`config.mk`:
```
export PLATFORM = sky130hd
export DESIGN_NAME = cdc_handshake_tx_flat
export DESIGN_NICKNAME = d
export VERILOG_FILES = /design/src/rtl/cdc_pkg.sv /design/src/rtl/cdc_handshake_tx_if.sv /design/src/rtl/cdc_handshake_tx_ack_sync.sv /design/src/rtl/cdc_handshake_tx.sv /design/src/flat_wrapper.sv
export SDC_FILE = /design/constraint.sdc
export NUM_CORES = 1
export LEC_CHECK = 0
export ABC_AREA = 1
export BUFFER_PORTS_ARGS = -buffer_cell sky130_fd_sc_hd__buf_2
export CORE_AREA = 2 2 39 41
export DETAILED_ROUTE_END_ITERATION = 6
export DIE_AREA = 0 0 41 43
export PLACE_DENSITY_LB_ADDON = 0.15
export SLEW_MARGIN = 5
export SYNTH_ARGS = -nofsm -noshare
export SYNTH_HDL_FRONTEND = slang
export SYNTH_SLANG_ARGS = --single-unit
```
`constraint.sdc`:
```
create_clock -name CLK -period 1.6 [get_ports CLK]
set_clock_uncertainty 0.05 [all_clocks]
set_input_delay 0.32 -clock CLK [delete_from_list [all_inputs] [get_ports CLK]]
set_output_delay 0.32 -clock CLK [all_outputs]
set_load 0.1 [all_outputs]
```
`src/rtl/cdc_pkg.sv`:
```
// Shared types and constants for the cdc_handshake_tx source-side handshake block.
package cdc_pkg;

  typedef enum logic [1:0] {
    IDLE        = 2'b00,
    WAIT_ACK_HI = 2'b01,
    WAIT_ACK_LO = 2'b10
  } state_e;

  localparam int DROP_CNT_W     = 8;
  localparam int NUM_STAGES_MIN = 1;
  localparam int NUM_STAGES_MAX = 4;

  // Increment that sticks at all-ones instead of wrapping.
  function automatic logic [DROP_CNT_W-1:0] sat_inc(input logic [DROP_CNT_W-1:0] v);
    return (v == {DROP_CNT_W{1'b1}}) ? v : v + DROP_CNT_W'(1);
  endfunction

endpackage

```
`src/rtl/cdc_handshake_tx_if.sv`:
```
// Handshake/bus bundle for cdc_handshake_tx; DROP_CNT exists only when
// CDC_HANDSHAKE_TX_DROP_CNT_EN is defined.
interface cdc_handshake_tx_if
  import cdc_pkg::*;
#(
  parameter int BUS_WIDTH = 8
);

  logic [BUS_WIDTH-1:0] DATA_IN;
  logic                 DATA_VALID;
  logic                 ACK_ASYNC;
  logic                 READY;
  logic                 REQ_OUT;
  logic [BUS_WIDTH-1:0] DATA_OUT;
  logic                 DONE;

`ifdef CDC_HANDSHAKE_TX_DROP_CNT_EN
  logic [DROP_CNT_W-1:0] DROP_CNT;

  modport master (
    input  DATA_IN, DATA_VALID, ACK_ASYNC,
    output READY, REQ_OUT, DATA_OUT, DONE, DROP_CNT
  );

  modport slave (
    output DATA_IN, DATA_VALID, ACK_ASYNC,
    input  READY, REQ_OUT, DATA_OUT, DONE, DROP_CNT
  );
`else
  modport master (
    input  DATA_IN, DATA_VALID, ACK_ASYNC,
    output READY, REQ_OUT, DATA_OUT, DONE
  );

  modport slave (
    output DATA_IN, DATA_VALID, ACK_ASYNC,
    input  READY, REQ_OUT, DATA_OUT, DONE
  );
`endif

endinterface

```
`src/rtl/cdc_handshake_tx_ack_sync.sv`:
```
// ack_sync: NUM_STAGES-deep single-bit synchronizer, async active-high reset to 0.
module ack_sync #(
  parameter int NUM_STAGES = 2
) (
  input  logic CLK,
  input  logic RST,
  input  logic d,
  output logic q
);

  logic [NUM_STAGES-1:0] sync_r;

  // Shift the asynchronous level through the flop chain.
  always_ff @(posedge CLK or posedge RST) begin
    if (RST) begin
      sync_r <= {NUM_STAGES{1'b0}};
    end else begin
      sync_r[0] <= d;
      for (int i = 1; i < NUM_STAGES; i++) begin
        sync_r[i] <= sync_r[i-1];
      end
    end
  end

  assign q = sync_r[NUM_STAGES-1];

endmodule

```
`src/rtl/cdc_handshake_tx.sv`:
```
// Source side of a 4-phase req/ack crossing; optional drop counter under
// CDC_HANDSHAKE_TX_DROP_CNT_EN.
module cdc_handshake_tx
  import cdc_pkg::*;
#(
  parameter int NUM_STAGES = 2,
  parameter int BUS_WIDTH  = 8
) (
  input logic              CLK,
  input logic              RST,
  cdc_handshake_tx_if.master bus
);

  generate
    if (NUM_STAGES < NUM_STAGES_MIN || NUM_STAGES > NUM_STAGES_MAX) begin : g_bad_stages
      $error("cdc_handshake_tx: NUM_STAGES out of range 1..4");
    end
  endgenerate

  state_e               state_r;
  state_e               next_state_s;
  logic                 req_r;
  logic                 next_req_s;
  logic [BUS_WIDTH-1:0] data_r;
  logic [BUS_WIDTH-1:0] next_data_s;
  logic                 done_r;
  logic                 next_done_s;
  logic                 ack_s;
  logic                 ready_s;

  ack_sync #(
    .NUM_STAGES(NUM_STAGES)
  ) u_ack_sync (
    .CLK(CLK),
    .RST(RST),
    .d  (bus.ACK_ASYNC),
    .q  (ack_s)
  );

  // A stale synchronized ack in IDLE blocks acceptance until the destination catches up.
  assign ready_s = (state_r == IDLE) && !ack_s;

  // State and output registers.
  always_ff @(posedge CLK or posedge RST) begin
    if (RST) begin
      state_r <= IDLE;
      req_r   <= 1'b0;
      data_r  <= {BUS_WIDTH{1'b0}};
      done_r  <= 1'b0;
    end else begin
      state_r <= next_state_s;
      req_r   <= next_req_s;
      data_r  <= next_data_s;
      done_r  <= next_done_s;
    end
  end

  // Next-state and next-output decode.
  always_comb begin
    next_state_s = state_r;
    next_req_s   = req_r;
    next_data_s  = data_r;
    next_done_s  = 1'b0;
    case (state_r)
      IDLE: begin
        if (bus.DATA_VALID && ready_s) begin
          next_data_s  = bus.DATA_IN;
          next_req_s   = 1'b1;
          next_state_s = WAIT_ACK_HI;
        end else begin
          next_req_s = 1'b0;
        end
      end
      WAIT_ACK_HI: begin
        if (ack_s) begin
          next_req_s   = 1'b0;
          next_state_s = WAIT_ACK_LO;
        end else begin
          next_req_s = 1'b1;
        end
      end
      WAIT_ACK_LO: begin
        if (!ack_s) begin
          next_done_s  = 1'b1;
          next_state_s = IDLE;
        end else begin
          next_state_s = WAIT_ACK_LO;
        end
      end
      default: begin
        next_state_s = IDLE;
        next_req_s   = 1'b0;
      end
    endcase
  end

  assign bus.READY    = ready_s;
  assign bus.REQ_OUT  = req_r;
  assign bus.DATA_OUT = data_r;
  assign bus.DONE     = done_r;

`ifdef CDC_HANDSHAKE_TX_DROP_CNT_EN
  logic [DROP_CNT_W-1:0] drop_cnt_r;

  // Count words offered while the block could not take them.
  always_ff @(posedge CLK or posedge RST) begin
    if (RST) begin
      drop_cnt_r <= {DROP_CNT_W{1'b0}};
    end else if (bus.DATA_VALID && !ready_s) begin
      drop_cnt_r <= sat_inc(drop_cnt_r);
    end else begin
      drop_cnt_r <= drop_cnt_r;
    end
  end

  assign bus.DROP_CNT = drop_cnt_r;
`endif

endmodule

```
`src/flat_wrapper.sv`:
```
// flat-port wrapper written by rule: the top's interface ports become plain ports
module cdc_handshake_tx_flat import cdc_pkg::*;
#(
  parameter int NUM_STAGES = 2,
  parameter int BUS_WIDTH  = 8
)
  (CLK, RST, bus_DATA_IN, bus_DATA_VALID, bus_ACK_ASYNC, bus_READY, bus_REQ_OUT, bus_DATA_OUT, bus_DONE);
  cdc_handshake_tx_if #(.BUS_WIDTH(BUS_WIDTH)) bus_i ();
  input logic CLK;
  input logic RST;
  input wire logic [$bits(bus_i.DATA_IN)-1:0] bus_DATA_IN;
  input wire logic [$bits(bus_i.DATA_VALID)-1:0] bus_DATA_VALID;
  input wire logic [$bits(bus_i.ACK_ASYNC)-1:0] bus_ACK_ASYNC;
  output wire logic [$bits(bus_i.READY)-1:0] bus_READY;
  output wire logic [$bits(bus_i.REQ_OUT)-1:0] bus_REQ_OUT;
  output wire logic [$bits(bus_i.DATA_OUT)-1:0] bus_DATA_OUT;
  output wire logic [$bits(bus_i.DONE)-1:0] bus_DONE;
  assign bus_i.DATA_IN = bus_DATA_IN;
  assign bus_i.DATA_VALID = bus_DATA_VALID;
  assign bus_i.ACK_ASYNC = bus_ACK_ASYNC;
  assign bus_READY = bus_i.READY;
  assign bus_REQ_OUT = bus_i.REQ_OUT;
  assign bus_DATA_OUT = bus_i.DATA_OUT;
  assign bus_DONE = bus_i.DONE;
  cdc_handshake_tx #(.NUM_STAGES(NUM_STAGES), .BUS_WIDTH(BUS_WIDTH)) u_core (.CLK(CLK), .RST(RST), .bus(bus_i));
endmodule
```
# Yosys cells after proc, flatten, opt, wreduce, memory -nomap -nowiden
# Index checks and enable logic that the tools add are counted.
[word_totals]
n_memories = 0
in_bits = 12
output_inout_bits = 11
mem_bits_ro = 0
word_cells = 23
ram_bits = 0
latchBits = 0
reg_bits = 14
[op_classes]
bitwise = 0
reduce_logical = 6
addsub = 0
order_cmp = 0
n_eq_ne = 4
n_shift = 0
n_div = 0
mux = 8
n_mul = 0
[op_table]
columns = ["cell", "n"]
rows = [
  ["2-to-1 mux 2 bit", 3],
  ["one-hot mux 2 bit (3 select lines)", 1],
  ["!= test 2 bit, second input constant", 2],
  ["AND reduction 2 bit", 2],
  ["2-to-1 mux 1 bit", 3],
  ["one-hot mux 1 bit (3 select lines)", 1],
  ["== test 2 x 1 -> 1 bit, second input constant", 1],
  ["== test 2 bit, second input constant", 1],
  ["logical AND 1 bit", 2],
  ["logical NOT 2 bit", 1],
  ["logical NOT 1 bit", 1],
]

# Depth between registers and ports, before layout
# Gate-level depths: netlist of run 1.
[logic_depth]
word_depth = 5
ltp_mapped = 4
depth_no_buf = 4

# Modules after synthesis
# A second synthesis of run 1 with hierarchy kept.
[unflattened]
hier_cells = 56
hier_area_um2 = 558.0
[by_module_without_submodules]
columns = ["mod", "cells_per_inst", "area_each_um2", "seq_area_each_um2", "n_inst"]
rows = [
  ["cdc_handshake_tx", 53, 504.2, 300.3, 1],
  ["ack_sync", 3, 53.8, 50.0, 1],
]

# Worst setup path after synthesis of run 1
# Ideal clock, no wire load.
[synth_timing]
kind = "register to output"
start = "reg u_core.state_r[1]"
end = "out bus_READY"
required_ps = 1230
path_stages_with_launch = 2
slack_ps = -1284
t_arrival_ps = 2514
path_buffers = 0
cell_sequence = "dfrtp_1 > nor3_1"
[synth_via]
elab_chain_cells = 2
[synth_lines]
columns = ["element", "line", "source"]
rows = [
  ["from (decl)", "cdc_handshake_tx.sv:20", "state_e state_r;"],
  ["from (signal assigned)", "cdc_handshake_tx.sv:51", "state_r <= next_state_s;"],
  ["logical NOT 2 bit", "cdc_handshake_tx.sv:41", "assign ready_s = (state_r == IDLE) && !ack_s;"],
  ["logical AND 1 bit", "cdc_handshake_tx.sv:41", ""],
  ["to (decl)", "flat_wrapper.sv:14", "output wire logic [$bits(bus_i.READY)-1:0] bus_READY;"],
]
# No other way between the ends.

# Worst setup path after layout of run 1
# Ends and elaborated chain as after synthesis.

==> summary.md, run 1 <==
| Metric | Value |
|---|---|
| Fillers | 141 |
| CTS tree | yes |
| Initial antenna violation count | 0 |
| Synth Cell Area | 554.3 um^2 |
| FP Rows | 14 |
| Yosys warnings | 0 |
| Detailed placement HPWL | 756 um |
| Grt ovf | 0 |
| Post-CTS Resized | 0 |
| Longest Clk Path Bufs | 2 |
| Crit. End Element | output port |
| Final setup violating endpoints | 0 |
| Outcome | complete, no violations |
| Most used routing layer | met1 |
| Postcts setup bufs | 0 |
| Met3 Track Usage GR | 6.283% |
| Max Clock Freq | 0.6608 GHz |
| Worst hold path class | primary input to async pin |
| Peak supply drop | 0.7762 mV |
| Post-layout net count | 93 |
| Critical Path Source Type | flop |
| Seq/Total Area, Yosys | 63.21% |
| PwrDens | 2008 nW/um^2 |
| # diodes | 0 |
| Net Count, Synth | 67 |
| GP Congestion | 0.6165 |
| Share of cells above drive strength 1 | 38.75% |
| Final hold vios | 0 |
| Drc violations | 0 |
| Core Area | 1384 um^2 |
| Worst-path clk slew | 0.08 ns |
| Met2 usage | 18.13% |
| Via count | 462 |
| Die X-Extent | 41 um |
| LEAKAGE | 0.0004095 uW |
| CTS sink cnt | 14 |
| Unique cell type count in the Yosys netlist | 12 |
| Synth Instances | 55 |
| Non-filler instance count after layout | 96 |
| Largest net degree at the start of global routing | 15 |
| Number of iterations in the first detailed-routing pass | 4 |
| Final Critical Period | 1.513 ns |
| Avg Cell Area, Syn | 10.08 um^2 |
| Clk Latency, worst-skew pair | 0.27 ns |
| GR Util All Layers | 15.71% |
| Reg2reg start | u_core.state_r[1] |
| Worst Tran Pin Value | 0.5213 ns |
| Area grow syn2layout | 34.54% |
| Crit path max fanout | 5 |
| Max-cap violations | 0 |
| Max Slew Vio Count | 0 |
| CTS root buf | clkbuf_4 |
| Port Buffers | 22 |
| Met1 Usage GRT | 22.37% |
| Drt via density | 4.813 |
| Synthesis-stage register bit count | 14 |
| Inst Count DP | 92 |
| I/O Pins | 23 |
| Die Y | 43 um |
| Final period utilization | 94.59% |
| Multi-input logic area | 190.2 um^2 |
| Routed wire length | 1027 um |
| CTS Hold Bufs | 0 |
| Worst-case headroom to the max-slew limit | 65.21% |
| Critical Path RT | 1.23 ns |
| DR iter-0 viols | 18 |
| WL/cell | 10.70 um |
| CTS Buf Count | 3 |
| Die area | 1763 um^2 |
| Crit path kind | flop to output port |
| Number of global-route vias before repair | 412 |
| First-pass GRT wire length | 1794 um |
| Antenna viol nets, final | 0 |
| Reg area | 351.6 um^2 |
| Initial Utilization | 40.05% |
| Worst setup path startpoint | u_core.state_r[1] |
| Post-Route Utilization | 53.89% |
| Unrepaired setup endpoints after global routing | no |
| H-tree depth | 1 |
| WP data arrival | 1.14 ns |
-- final timing paths --
kind	end	slack (ns)	cells after the start
setup / recovery	bus_READY	0.09	2
setup reg to reg	u_core.bus.DATA_OUT[3]	0.40	4
min in group CLK	u_core.u_ack_sync.sync_r[0]	0.10	1
max in group asynchronous	u_core.state_r[1]	1.11	2
hold / removal	u_core.u_ack_sync.sync_r[0]	0.01	2
hold reg to reg	u_core.u_ack_sync.sync_r[1]	0.31	0
-- area by class of cell --
type | count | area share (%)
Timing Repair Buffer | 23 | 17.79
Multi-Input combinational cell | 35 | 25.50
Clock buffer | 4 | 4.866
Tap cell | 16 | 2.685
Sequential cell | 14 | 47.15
Inverter | 4 | 2.013
-- cell usage in the layout, fill, tap and decap left out --
cell and instances:
clkbuf_4 3, clkbuf_8 1, inv_1 4, buf_12 1
buf_2 21, nand2_1 19, nand3_1 3, a21oi_1 1
dfrtp_1 13, dfrtp_2 1, nor3_4 1, nor2_4 1
nor2_1 1, nand4_1 8, buf_4 1, nand3_4 1
-- sequential cells by signal, summed over array words and instances (netlist names) --
name and cells:
u_core.bus.DATA_OUT 8, u_core.u_ack_sync.sync_r 2, u_core.bus.REQ_OUT 1, u_core.bus.DONE 1, u_core.state_r 2
-- per-layer routing --
layer | vias up | routed length (um)
met1 | 211 | 486
li1 | 231 | -
met2 | 16 | 434
met4 | 0 | 26
met5 | - | 0
met3 | 4 | 80
-- power breakdown --
part	internal, uW	leakage, uW	switching, uW	total, uW
logic	118	0.000215	651	769
registers	432	0.000174	49.5	481
clock network	138	0.0000210	109	248
total	688	0.000409	810	1500
-- kinds of logic after synthesis --
| group | Yosys count | synth area share (%) |
|---|---|---|
| compound gates | 1 | 0.9021 |
| buf+inv | 6 | 4.512 |
| flops | 14 | 63.21 |
| simple gates | 34 | 31.38 |
-- metrics by stage --
stage | area, um^2 | total power, uW | worst slack (ns) | hold slack, ns | TNS (ns)
4_1_cts | 745.7 | 1514 | 0.07223 | 0.02290 | 0
3_5_place_dp | 709.4 | 1262 | 0.3875 | 0.2887 | 0
6_report | 745.7 | 1497 | 0.08664 | 0.01284 | 0
2_1_floorplan | 566.8 | 1128 | -0.004161 | 0.1592 | -0.004161
3_3_place_gp | 709.4 | 1257 | 0.3921 | 0.2833 | 0
5_1_grt | 745.7 | 1578 | 0.03330 | 0.05653 | 0
-- worst max-delay path, stage by stage, from the launching register on --
cell and delay [ns]:
dfrtp_2 0.46, nor3_4 0.21, buf_12 0.20
-- cell usage after synthesis (all sizes together) --
library cell / number / area [um^2]
nor2: 2 / 15.01
inv: 4 / 15.01
nand3: 4 / 32.53
nor3: 1 / 5.000
a21oi: 1 / 5.000
buf: 1 / 5.000
dfrtp: 14 / 350.3
clkbuf: 1 / 5.000
nand4: 8 / 50.05
nand2: 19 / 71.32
No activity file was read; power rests on OpenSTA's default activity.
==> inputs of run 2 (changes only) <==
- REMOVE_ABC_BUFFERS: unset -> 1
==> summary.md, run 2 (same netlist as run 1, synthesis figures left out) <==
| Metric | Value |
|---|---|
| Reg2reg end | u_core.bus.DATA_OUT[5] |
| FP Rows | 14 |
| DR iter-0 viols | 6 |
| Critical Path Source Type | flop |
| Max Slew Vio Count | 0 |
| Max Clock Freq | 0.6441 GHz |
| Grt ovf | 0 |
| CTS root buf | clkbuf_4 |
| H-tree depth | 1 |
| Max reg flops | 8 |
| Port Buffers | 22 |
| Final setup violating endpoints | 0 |
| Max-cap violations | 0 |
| Post-layout net count | 93 |
| Worst hold path class | primary input to async pin |
| WL/cell | 10.73 um |
| R2r setup slk | 0.42 ns |
| LEAKAGE | 0.0004096 uW |
| Largest stage delay on the critical path | 0.45 ns |
| First-pass GRT wire length | 1731 um |
| Number of global-route vias before repair | 414 |
| Crit path max fanout | 5 |
| Reg area | 350.3 um^2 |
| Final hold vios | 0 |
| Drc violations | 0 |
| Reg2Reg Depth | 4 |
| Multi-input logic area | 183.9 um^2 |
| Critical Path End | bus_READY |
| Core Area | 1384 um^2 |
| Area grow syn2layout | 33.18% |
| Clk Latency, worst-skew pair | 0.27 ns |
| Drt via density | 4.781 |
| Design area | 738.2 um^2 |
| Reg2reg start | u_core.state_r[1] |
| Number of iterations in the first detailed-routing pass | 2 |
| Initial Utilization | 40.05% |
| Post-Route Utilization | 53.35% |
| Commonest non-fill, non-tap cell in the layout | buf_2 |
| Worst Tran Pin Value | 0.5208 ns |
| # diodes | 0 |
| Peak supply drop | 0.8837 mV |
| Max stage delay cell, worst path | dfrtp_1 |
| Share of cells above drive strength 1 | 37.50% |
| Worst hold slack | 0.01437 ns |
| Routed wire length | 1030 um |
| Longest Clk Path Bufs | 2 |
| WP data arrival | 1.18 ns |
| Worst path cell trace | nor3_2 -> buf_12 |
| Crit path buf inv count | 1 |
| Final Critical Period | 1.553 ns |
| Worst path depth | 2 |
| Die X-Extent | 41 um |
| Crit. End Element | output port |
| Largest net degree at the start of global routing | 15 |
| CTS Hold Bufs | 0 |
| Via count | 459 |
| Antenna viol nets, final | 0 |
| Commonest cells after routing, fill and taps aside | buf_2 (21), nand2_1 (19), dfrtp_1 (14), nand4_1 (8), inv_1 (4) |
| Outcome | complete, no violations |
| CTS sink cnt | 14 |
| GR Util All Layers | 14.80% |
| PwrDens | 2021 nW/um^2 |
| Crit path kind | flop to output port |
| Initial antenna violation count | 0 |
| Final period utilization | 97.04% |
| Placed Area | 696.9 um^2 |
| I/O Pins | 23 |
| Die area | 1763 um^2 |
| Critical Path RT | 1.23 ns |
| Unrepaired setup endpoints after global routing | no |
| Worst-case headroom to the max-slew limit | 65.24% |
| Crit-path leading delay family | flip-flops |
| Die Y | 43 um |
| Worst-path clk slew | 0.09 ns |
| CTS tree | yes |
| Detailed placement HPWL | 766.1 um |
| GP Congestion | 0.6370 |
| Worst setup path startpoint | u_core.state_r[1] |
| CTS Buf Count | 3 |
| Fillers | 143 |
| Total Power | 1492 uW |
## run 2: worst min-delay path by stage
stage                                      from                          end  depth (start not counted)
finish                                      RST       u_core.bus.DATA_OUT[2]                          2
global placement    u_core.u_ack_sync.sync_r[0]  u_core.u_ack_sync.sync_r[1]                          0
global route                                RST  u_core.u_ack_sync.sync_r[0]                          2
floorplan                                   RST       u_core.bus.DATA_OUT[0]                          1
detailed placement  u_core.u_ack_sync.sync_r[0]  u_core.u_ack_sync.sync_r[1]                          0
CTS                                         RST       u_core.bus.DATA_OUT[2]                          2
## run 2: routing by layer
metal	vias to the layer above	wire length, um	GRT usage [%]
li1	235	-	-
met1	210	456	21.36
met2	12	504	20.00
met3	2	59	3.141
met4	0	9	8.000
met5	-	0	0
## run 2: cell type report
cell class | count | area share [%]
multi-input cells | 35 | 24.92
repair buffers | 23 | 17.97
inverters | 4 | 2.034
well taps | 16 | 2.712
clock buffers | 4 | 4.915
flip-flops and latches | 14 | 47.46
## run 2: worst reg2reg max path, cell delays in order, from the launching register on
cell,delay (ns)
dfrtp_1,0.45
nor2_4,0.26
nand3_4,0.17
nand2_1,0.09
nand2_1,0.05
## run 2: power by group
| part | internal [uW] | switching, uW |
|---|---|---|
| clock network | 138 | 111 |
| registers | 431 | 48.4 |
| logic | 115 | 648 |
| total | 684 | 807 |
## run 2: timing repair
item,CTS,global route
gates resized for setup,1,0
endpoints found under the setup margin,1,1
pin swaps,0,1
hold endpoints to repair,0,0
buffers inserted,0,0
## run 2: per-stage QoR
| step | instances | setup TNS (ns) | worst slack [ns] |
|---|---|---|---|
| 2_1_floorplan | 53 | -1.284 | -1.284 |
| 3_3_place_gp | 92 | 0 | 0.2472 |
| 3_5_place_dp | 92 | 0 | 0.2422 |
| 4_1_cts | 96 | 0 | 0.01031 |
| 5_1_grt | 96 | 0 | 0.0003154 |
| 6_report | 96 | 0 | 0.04738 |
==> inputs of run 3 (changes only) <==
- ABC_AREA: 1 -> unset
- SYNTH_HIERARCHICAL: unset -> 1
==> summary.md, run 3 <==
| Metric | Value |
|---|---|
| Share of cells above drive strength 1 | 61.67% |
| WL/cell | 11.76 um |
| Number of iterations in the first detailed-routing pass | 2 |
| Post-synth EDFFs | 0 |
| Crit. End Element | output port |
| Fillers | 137 |
| Max-cap violations | 0 |
| Postcts setup bufs | 0 |
| Area contributors post-synth | dfrtp_1 (66%), mux2_2 (17%), nor4b_4 (4.4%) |
| CTS tree | yes |
| Initial Utilization | 38.61% |
| Post-route setup slack | 0.05650 ns |
| Drt via density | 4.711 |
| Commonest non-fill, non-tap cell in the layout | buf_2 |
| Count leader, synth | dfrtp_1 |
| Seq/Total Area, Yosys | 65.57% |
| Grt ovf | 0 |
| Commonest cells after routing, fill and taps aside | buf_2 (21), dfrtp_1 (13), mux2_2 (8), clkbuf_4 (3), inv_1 (2) |
| Share of the synthesized area in the top cell type | 65.57% |
| Synth area leader | dfrtp_1 |
| Outcome | complete, no violations |
| Synthesis-stage register bit count | 14 |
| Placed Area | 675.6 um^2 |
| FP Rows | 14 |
| Die Y | 43 um |
| Longest Clk Path Bufs | 2 |
| GP Congestion | 0.5932 |
| Antenna viol nets, final | 0 |
| Port Buffers | 22 |
| Async set-or-reset flop fraction in the synthesized netlist | 100.0% |
| CTS sink cnt | 14 |
| GR Util All Layers | 13.11% |
| Post-route setup TNS | 0 ns |
| CTS Buf Count | 3 |
| Yosys warnings | 6 |
| Synth Instances | 34 |
| LEAKAGE | 0.0003544 uW |
| Design area | 720.7 um^2 |
| Final period utilization | 96.47% |
| Final setup violating endpoints | 0 |
| Die X-Extent | 41 um |
| Clk Latency, worst-skew pair | 0.26 ns |
| Crit path kind | flop to output port |
| Initial antenna violation count | 0 |
| # diodes | 0 |
| I/O Pins | 23 |
| WP data arrival | 1.17 ns |
| Unique cell type count in the Yosys netlist | 12 |
| Worst-path clk slew | 0.08 ns |
| Synth Cell Area | 534.3 um^2 |
| Worst Tran Pin Value | 0.4904 ns |
| Post-synth top cells | dfrtp_1 (14), mux2_2 (8), inv_1 (2), nor3_1 (2) |
| Detailed placement HPWL | 693.4 um |
| Worst path cell trace | nor3_4 -> buf_12 |
| Final hold vios | 0 |
| DR iter-0 viols | 4 |
| Unrepaired setup endpoints after global routing | no |
| Die area | 1763 um^2 |
| H-tree depth | 1 |
| Peak supply drop | 1.129 mV |
| Drc violations | 0 |
| Max reg flops | 8 |
| Critical Path Source Type | flop |
| CTS root buf | clkbuf_4 |
| Worst-case headroom to the max-slew limit | 67.53% |
| Routed wire length | 894 um |
| Area grow syn2layout | 34.89% |
| Largest stage delay on the critical path | 0.48 ns |
| Largest net degree at the start of global routing | 13 |
| PwrDens | 1892 nW/um^2 |
| Max Clock Freq | 0.6479 GHz |
| Post-layout net count | 74 |
| Via count | 358 |
| Final Critical Period | 1.543 ns |
| Worst hold path class | primary input to flop |
| Core Area | 1384 um^2 |
| First-pass GRT wire length | 1511 um |
| Dpl ws | 0.1376 ns |
| Number of global-route vias before repair | 355 |
| Post-synth top flop | dfrtp_1 |
| Critical Path RT | 1.23 ns |
| Max stage delay cell, worst path | dfrtp_1 |
| Crit path max fanout | 6 |
| Max Slew Vio Count | 0 |
| Worst hold slack | 0.1053 ns |
| Avg Cell Area, Syn | 15.71 um^2 |
-- run 3: path summary, 6_finish.rpt --
check                                               to  slack (ns)                         from  cells after the start
max                                          bus_READY        0.06  u_core/u_ack_sync/sync_r[1]                      2
min in group asynchronous  u_core/u_ack_sync/sync_r[0]        0.39                          RST                      3
min reg2reg                u_core/u_ack_sync/sync_r[1]        0.31  u_core/u_ack_sync/sync_r[0]                      0
max in group asynchronous            u_core/state_r[0]        0.61                          RST                      3
max reg2reg                     u_core/bus.DATA_OUT[6]        0.10            u_core/state_r[1]                      3
min                        u_core/u_ack_sync/sync_r[0]        0.11                bus_ACK_ASYNC                      1
-- run 3: worst max-delay path: cells and delay by family, from the launching register on --
kind,cells,cell delay (ns)
flip-flops,1,0.48
AND/OR/NAND/NOR,1,0.23
buffers and inverters,1,0.20
-- run 3: cells by family (layout without fill, tap and decap cells) --
group | count (synthesis) | in the layout | share of synthesized area (%)
compound gates | 1 | 1 | 1.406
xor+xnor | 1 | 1 | 1.640
buf+inv | 3 | 29 | 3.513
flops | 14 | 14 | 65.57
mux | 8 | 8 | 16.86
simple gates | 7 | 7 | 11.01
-- run 3: repair_timing --
item / 4_1_cts / 5_1_grt
pin swaps: 1 / 0
resized for setup: 2 / 1
setup endpoints to repair: 1 / 1
hold buffers: 1 / 0
hold endpoints to repair: 2 / 0
-- run 3: final cells by class --
cell class	instances	area (um^2)	share of cell area, %
clock buffers	3	22.52	3.125
inverters	2	7.507	1.042
repair buffers	24	142.6	19.79
flip-flops and latches	14	351.6	48.78
well taps	16	20.02	2.778
multi-input cells	17	176.4	24.48
-- run 3: through the flow --
step / instances / power, uW / util, %
4_1_cts: 76 / 1377 / 51.63
5_1_grt: 76 / 1431 / 52.08
6_report: 76 / 1363 / 52.08
3_3_place_gp: 72 / 1176 / 48.82
3_5_place_dp: 72 / 1182 / 48.82
2_1_floorplan: 33 / 1059 / -
-- run 3: per-layer routing --
| layer | routed length, um | track usage [%] |
|---|---|---|
| met5 | 0 | 0 |
| met1 | 383 | 18.56 |
| met3 | 54 | 4.712 |
| met4 | 0 | 6.000 |
| met2 | 456 | 17.50 |
-- run 3: where the power goes --
| group | internal, uW | total, uW | switching [uW] |
|---|---|---|---|
| Clock | 86.9 | 185 | 97.8 |
| Combinational | 132 | 702 | 571 |
| Sequential | 426 | 476 | 50.0 |
